[src/rtl/vedic_mul_pkg.sv]
// Shared types for the iterative Vedic multiplier: FSM states, step encoding
// and the per-step partial-product shift.
package vedic_mul_pkg;

  typedef enum logic [1:0] {
    IDLE = 2'd0,
    CALC = 2'd1,
    DONE = 2'd2
  } state_t;

  typedef logic [1:0] step_t;

  localparam step_t STEP_LL = 2'd0;
  localparam step_t STEP_HL = 2'd1;
  localparam step_t STEP_LH = 2'd2;
  localparam step_t STEP_HH = 2'd3;

  // Quadrant weight: low*low sits at bit 0, the cross terms at h, high*high at 2h.
  function automatic int unsigned step_shift(input step_t s, input int unsigned h);
    case (s)
      STEP_LL:          return 0;
      STEP_HL, STEP_LH: return h;
      default:          return 2 * h;
    endcase
  endfunction

endpackage

[src/rtl/vedic_core_hxh.sv]
// Purely combinational W x W -> 2W Vedic multiplier, built recursively from
// four W/2 cores down to a 2x2 Urdhva-Tiryagbhyam leaf.
module vedic_core_hxh #(
  parameter int W = 16
) (
  input  logic [W-1:0]   a,
  input  logic [W-1:0]   b,
  output logic [2*W-1:0] p
);

  if (W == 2) begin : g_leaf
    logic t_ab, t_ba, c1, t_hh;
    assign t_ab = a[1] & b[0];
    assign t_ba = a[0] & b[1];
    assign c1   = t_ab & t_ba;
    assign t_hh = a[1] & b[1];
    assign p    = {t_hh & c1, t_hh ^ c1, t_ab ^ t_ba, a[0] & b[0]};
  end else begin : g_split
    localparam int HW = W / 2;
    logic [W-1:0] ll, hl, lh, hh;

    vedic_core_hxh #(.W(HW)) u_ll (.a(a[HW-1:0]), .b(b[HW-1:0]), .p(ll));
    vedic_core_hxh #(.W(HW)) u_hl (.a(a[W-1:HW]), .b(b[HW-1:0]), .p(hl));
    vedic_core_hxh #(.W(HW)) u_lh (.a(a[HW-1:0]), .b(b[W-1:HW]), .p(lh));
    vedic_core_hxh #(.W(HW)) u_hh (.a(a[W-1:HW]), .b(b[W-1:HW]), .p(hh));

    // Cross terms land at weight HW; the outer quadrants concatenate without overlap.
    assign p = {hh, ll}
             + {{HW{1'b0}}, hl, {HW{1'b0}}}
             + {{HW{1'b0}}, lh, {HW{1'b0}}};
  end

endmodule

[src/rtl/vedic_mul_iter.sv]
// Iterative N x N Vedic multiplier: one shared H x H core, one quadrant per cycle.
// Optional approximate mode (drops AL*BL) enabled by VEDIC_MUL_ITER_APPROX_EN.
module vedic_mul_iter
  import vedic_mul_pkg::*;
#(
  parameter int N = 32
) (
  input  logic           clk,
  input  logic           rst,
  input  logic           in_valid,
  output logic           in_ready,
  input  logic [N-1:0]   a,
  input  logic [N-1:0]   b,
  input  logic           approx,
  output logic           out_valid,
  input  logic           out_ready,
  output logic [2*N-1:0] out,
  output logic           out_approx
);

  localparam int unsigned H = N / 2;

  if (N != 8 && N != 16 && N != 32 && N != 64) begin : g_bad_n
    $error("vedic_mul_iter: N must be a power of two in 8..64");
  end

  state_t         state, state_n;
  step_t          step;
  logic [N-1:0]   a_q, b_q;
  logic [2*N-1:0] acc, acc_next, addend;
  logic [H-1:0]   core_a, core_b;
  logic [N-1:0]   prod;
  logic           accept;
  logic           approx_q;

  assign in_ready  = (state == IDLE) || (state == DONE && out_ready);
  assign accept    = in_valid && in_ready;
  assign out_valid = (state == DONE);

  // step[0] selects the A half, step[1] the B half: LL, HL, LH, HH.
  assign core_a = step[0] ? a_q[N-1:H] : a_q[H-1:0];
  assign core_b = step[1] ? b_q[N-1:H] : b_q[H-1:0];

  vedic_core_hxh #(.W(H)) u_core (.a(core_a), .b(core_b), .p(prod));

  always_comb begin
    addend = {{N{1'b0}}, prod} << step_shift(step, H);
`ifdef VEDIC_MUL_ITER_APPROX_EN
    if (step == STEP_LL && approx_q) addend = '0;
`endif
  end

  assign acc_next = acc + addend;

  always_comb begin
    state_n = state;
    case (state)
      IDLE:    if (accept) state_n = CALC;
      CALC:    if (step == STEP_HH) state_n = DONE;
      DONE:    if (out_ready) state_n = accept ? CALC : IDLE;
      default: state_n = IDLE;
    endcase
  end

`ifdef VEDIC_MUL_ITER_APPROX_EN
  logic out_approx_q;
  assign out_approx = out_approx_q;
`else
  logic unused_approx;
  assign unused_approx = approx;
  assign out_approx    = 1'b0;
`endif

  always_ff @(posedge clk) begin
    if (rst) begin
      state    <= IDLE;
      step     <= STEP_LL;
      acc      <= '0;
      out      <= '0;
      a_q      <= '0;
      b_q      <= '0;
      approx_q <= 1'b0;
`ifdef VEDIC_MUL_ITER_APPROX_EN
      out_approx_q <= 1'b0;
`endif
    end else begin
      state <= state_n;
      if (accept) begin
        a_q      <= a;
        b_q      <= b;
        acc      <= '0;
        step     <= STEP_LL;
`ifdef VEDIC_MUL_ITER_APPROX_EN
        approx_q <= approx;
`else
        approx_q <= 1'b0;
`endif
      end else if (state == CALC) begin
        acc  <= acc_next;
        step <= step + 2'd1;
        // out is only written here, so it stays frozen through any DONE stall.
        if (step == STEP_HH) begin
          out <= acc_next;
`ifdef VEDIC_MUL_ITER_APPROX_EN
          out_approx_q <= approx_q;
`endif
        end
      end
    end
  end

endmodule
[config.mk]
export PLATFORM = sky130hd
export DESIGN_NAME = vedic_mul_iter
export DESIGN_NICKNAME = d
export VERILOG_FILES = /design/src/rtl/vedic_mul_pkg.sv /design/src/rtl/vedic_core_hxh.sv /design/src/rtl/vedic_mul_iter.sv
export SDC_FILE = /design/constraint.sdc
export NUM_CORES = 1
export LEC_CHECK = 0
export ABC_AREA = 1
export CAP_MARGIN = 15
export CORE_MARGIN = 4
export CORE_UTILIZATION = 45
export DETAILED_ROUTE_END_ITERATION = 8
export GPL_TIMING_DRIVEN = 1
export HOLD_SLACK_MARGIN = 0.1
export PLACE_DENSITY = 0.68
export SETUP_SLACK_MARGIN = 0.02
export SKIP_LAST_GASP = 1
export SYNTH_ARGS = -nofsm -noshare
export SYNTH_HDL_FRONTEND = slang
export SYNTH_SLANG_ARGS = --single-unit
[constraint.sdc]
create_clock -name clk -period 10.7 [get_ports clk]
set_input_delay 1.605 -clock clk [delete_from_list [all_inputs] [get_ports clk]]
set_output_delay 1.605 -clock clk [all_outputs]
set_load 0.02 [all_outputs]
==> impl_metrics.csv, run 1 <==
group,metric,value,unit
final_layout,num_antenna_cells,0,
route,routed_wl,70600,µm
synthesis,synthCells,3350,
synthesis,syn_nets,3857,
power_and_ir_drop,irDropWorstVdd,0.000103,V
hold_path,worstHoldPathType,"register to register",
clock_network,clk_pin_slew_worst_paths,0.08,ns
worst_setup_path,critPathMaxFanout,32,
power_and_ir_drop,net-switching-power,1020,µW
clock_network,postCtsHoldBufs,0,
final_layout,instances_no_fill,4148,
synthesis,synth-seq-cells,196,
worst_setup_path,reg2regPathDepth,49,
power_and_ir_drop,p_comb_share,40.2,%
global_routing,grt_pass1_vias,20301,
worst_setup_path,crit_slowest_cell,"o21ai_1",
route,postRouteAntennaNets,0,
place,hpwl,58400,µm
synthesis,yosysMostFrequentCell,"inv_1",
sta,rsz0062_at_grt,"no",
clock_network,clock-root-buffer,"clkbuf_16",
worst_setup_path,arrival,10.40,ns
power_and_ir_drop,p_int,1480,µW
synthesis,yosys_warnings,0,
worst_setup_path,rrSetupSlack,0.73,ns
floorplanning,die_x,234,µm
clock_network,htreeDepth,4,
route,drt-vias-per-instance,5.18,
clock_network,clock_path_buffers,2,
worst_setup_path,r2r-start,"step[1]$_SDFFE_PP0N_",
synthesis,ys_seq_area_share,17.0,%
floorplanning,dieArea,54900,µm²
synthesis,synth_edf_count,0,
final_layout,nNetsFinal,3970,
clock_network,post_cts_buffers,0,
worst_setup_path,critPathLaunchType,"register",
power_and_ir_drop,pwr-share-clk,28.5,%
sta,max_slew.worst_pin.slew,1.04,ns
synthesis,yosysTopAreaCell,"dfxtp_1",
synthesis,ys.flop_type,"dfxtp_1",
synthesis,synth_area,23000,µm²
sta,timing_hold_violations_final,0,
global_routing,overflow,0,
worst_setup_path,cp-endpoint,"acc[33]$_SDFFE_PP0N_",
worst_setup_path,path_depth,49,
route,drcViolationCount,0,
final_layout,drive_gt1_share,5.09,%
worst_setup_path,r2r-end,"acc[33]$_SDFFE_PP0N_",
global_routing,antenna_found_initial,0,
sta,layout_min_cycle_time,9.97,ns
sta,skew,0.0145,ns
sta,relSlewSlack,30.6,%
place,dp.cells,4116,
job,cap_violations,0,
clock_network,cts_resized,0,
sta,finalSetupViolations,0,
clock_network,cts.sinks,196,
worst_setup_path,critPathCaptureType,"register",
floorplanning,core,50400,µm²
floorplanning,rows,82,
floorplanning,io_pins,136,
worst_setup_path,cpMostUsedCell,"nand2_1",
route,wl_per_cell,17.0,µm
synthesis,netlist_top_cells_count,"inv_1, nor2_1, nand2_1",
worst_setup_path,crit_required,11.13,ns
global_routing,grtUsageTotal,25.8,%
power_and_ir_drop,power.share.sequential,31.3,%
synthesis,synth_area_leaders,"dfxtp_1, ha_1, fa_1",
synthesis,syn_area_per_cell,6.88,µm²
final_layout,synthToLayoutAreaGrowth,12.9,%
power_and_ir_drop,design_power_total,2500,µW
worst_setup_path,crit_type,"register to register",
route,dr.pass1.iters,5,
global_routing,grt_max_degree,98,
synthesis,yosysTopAreaCellShare,17.0,%
worst_setup_path,critPathLaunch,"step[1]$_SDFFE_PP0N_",
clock_network,insertion_delay,0.48,ns
route,vias,21507,
power_and_ir_drop,leakage,0.0136,µW
clock_network,cts_tree,"done",
worst_setup_path,path_buf_inv,9,
outcome,outcome,"complete, no violations",
synthesis,yosysUniqueCellTypes,53,
sta,period_share,93.2,%
synthesis,synthArstFlopShare,0,%
worst_setup_path,critPathMaxStageDelay,0.60,ns
floorplanning,die_h,234,µm
place,io_buffers,133,
sta,setup_tns,0,ns
sta,fmax,100,MHz
place,routabilityCongestion,1.01,
clock_network,cts_buffers,17,
floorplanning,start_util,45.7,%
worst_setup_path,crit_family,"adder cells",
power_and_ir_drop,switching_share,40.7,%
power_and_ir_drop,p_per_area,96.3,nW/µm²
route,drt-initial-drc-count,1486,
sta,drv_slew,0,
global_routing,grt_pass1_wl,111000,µm
[layout make-up]
| type | instances | area (µm²) |
|---|---|---|
| clock buffer | 19 | 453 |
| clock inverter | 13 | 191 |
| fill | 5099 | 24400 |
| inverter | 636 | 2390 |
| multi-input combinational | 2408 | 16300 |
| sequential | 196 | 3930 |
| tap | 672 | 841 |
| timing repair buffer | 204 | 1880 |
[stage by stage]
step	area, µm²	utilization, %	hold WS [ns]	setup slack (ns)
floorplan	23000	-	0.429	1.92
global placement	25300	50.3	0.442	0.753
detailed placement	25300	50.3	0.445	0.632
CTS	26000	51.6	0.456	0.585
global route	26000	51.6	0.477	0.0702
finish	26000	51.6	0.453	0.730
[worst register-to-register path: cells and delay by family (launching register included)]
family          cells  cell delay (ns)
fa+ha+maj           9             3.57
compound gates     12             2.43
simple gates       15             1.82
xor+xnor            4             0.94
buf+inv             9             0.79
flops               1             0.36
[power groups by stage]
stage	logic, µW	clock network (µW)	registers (µW)
after CTS	995	725	782
final	1010	715	782
after global routing	1110	753	786
after detailed placement	989	0	799
after global placement	981	0	799
after floorplan	665	0	791
[placed cells by master, fill, tap and decap left out, types with 65 or more instances in the layout]
master and n:
fa_1 134, a21oi_1 213, nor2_1 508, inv_1 631
xnor2_1 65, dfxtp_1 195, o21ai_0 176, ha_1 304
nand3_1 175, buf_4 70, nand2_1 459, clkdlybuf4s50_1 133
[how the worst min path moves through the flow]
stage	start	endpoint	slack [ns]	depth (start not counted)
global placement	b_q[30]$_SDFFE_PP0P_	b_q[30]$_SDFFE_PP0P_	0.44	2
floorplan	a_q[16]$_SDFFE_PP0P_	a_q[16]$_SDFFE_PP0P_	0.43	2
CTS	a_q[16]$_SDFFE_PP0P_	a_q[16]$_SDFFE_PP0P_	0.46	2
finish	b_q[16]$_SDFFE_PP0P_	b_q[16]$_SDFFE_PP0P_	0.45	2
detailed placement	a_q[16]$_SDFFE_PP0P_	a_q[16]$_SDFFE_PP0P_	0.45	2
global route	b_q[7]$_SDFFE_PP0P_	b_q[7]$_SDFFE_PP0P_	0.48	2
[layer usage]
| metal | routed length (µm) | vias up | global-route usage [%] |
|---|---|---|---|
| met2 | 33500 | 538 | 44.1 |
| li1 | - | 10877 | - |
| met4 | 2750 | 0 | 9.43 |
| met3 | 3280 | 119 | 2.96 |
| met5 | 0 | - | 0 |
| met1 | 31000 | 9973 | 33.6 |
[cell families (layout without fill, tap and decap cells)]
family	Yosys count	in the layout	share of synthesized area [%]
buffers and inverters	746	872	12.2
other	1	1	0.0163
and+or+nand+nor	1238	1238	22.4
DFF	196	196	17.0
xor gates and xnor gates	127	127	4.83
adders and majority gates	438	438	28.2
muxes	6	6	0.261
AOI/OAI and AO/OA	598	598	15.1
[sequential cells by signal, indices dropped and copies added, names as in the netlist]
signal and flops:
state 2, a_q 32, step 2, acc 64, out 64, b_q 32
Note: power is estimated with default switching activity, not from simulation.
==> run 2, diff against run 1 <==
Settings changed: CAP_MARGIN 15 to 20.
==> results of run 2 <==
No change in the layout: final DEF, timing and power equal those of run 1.
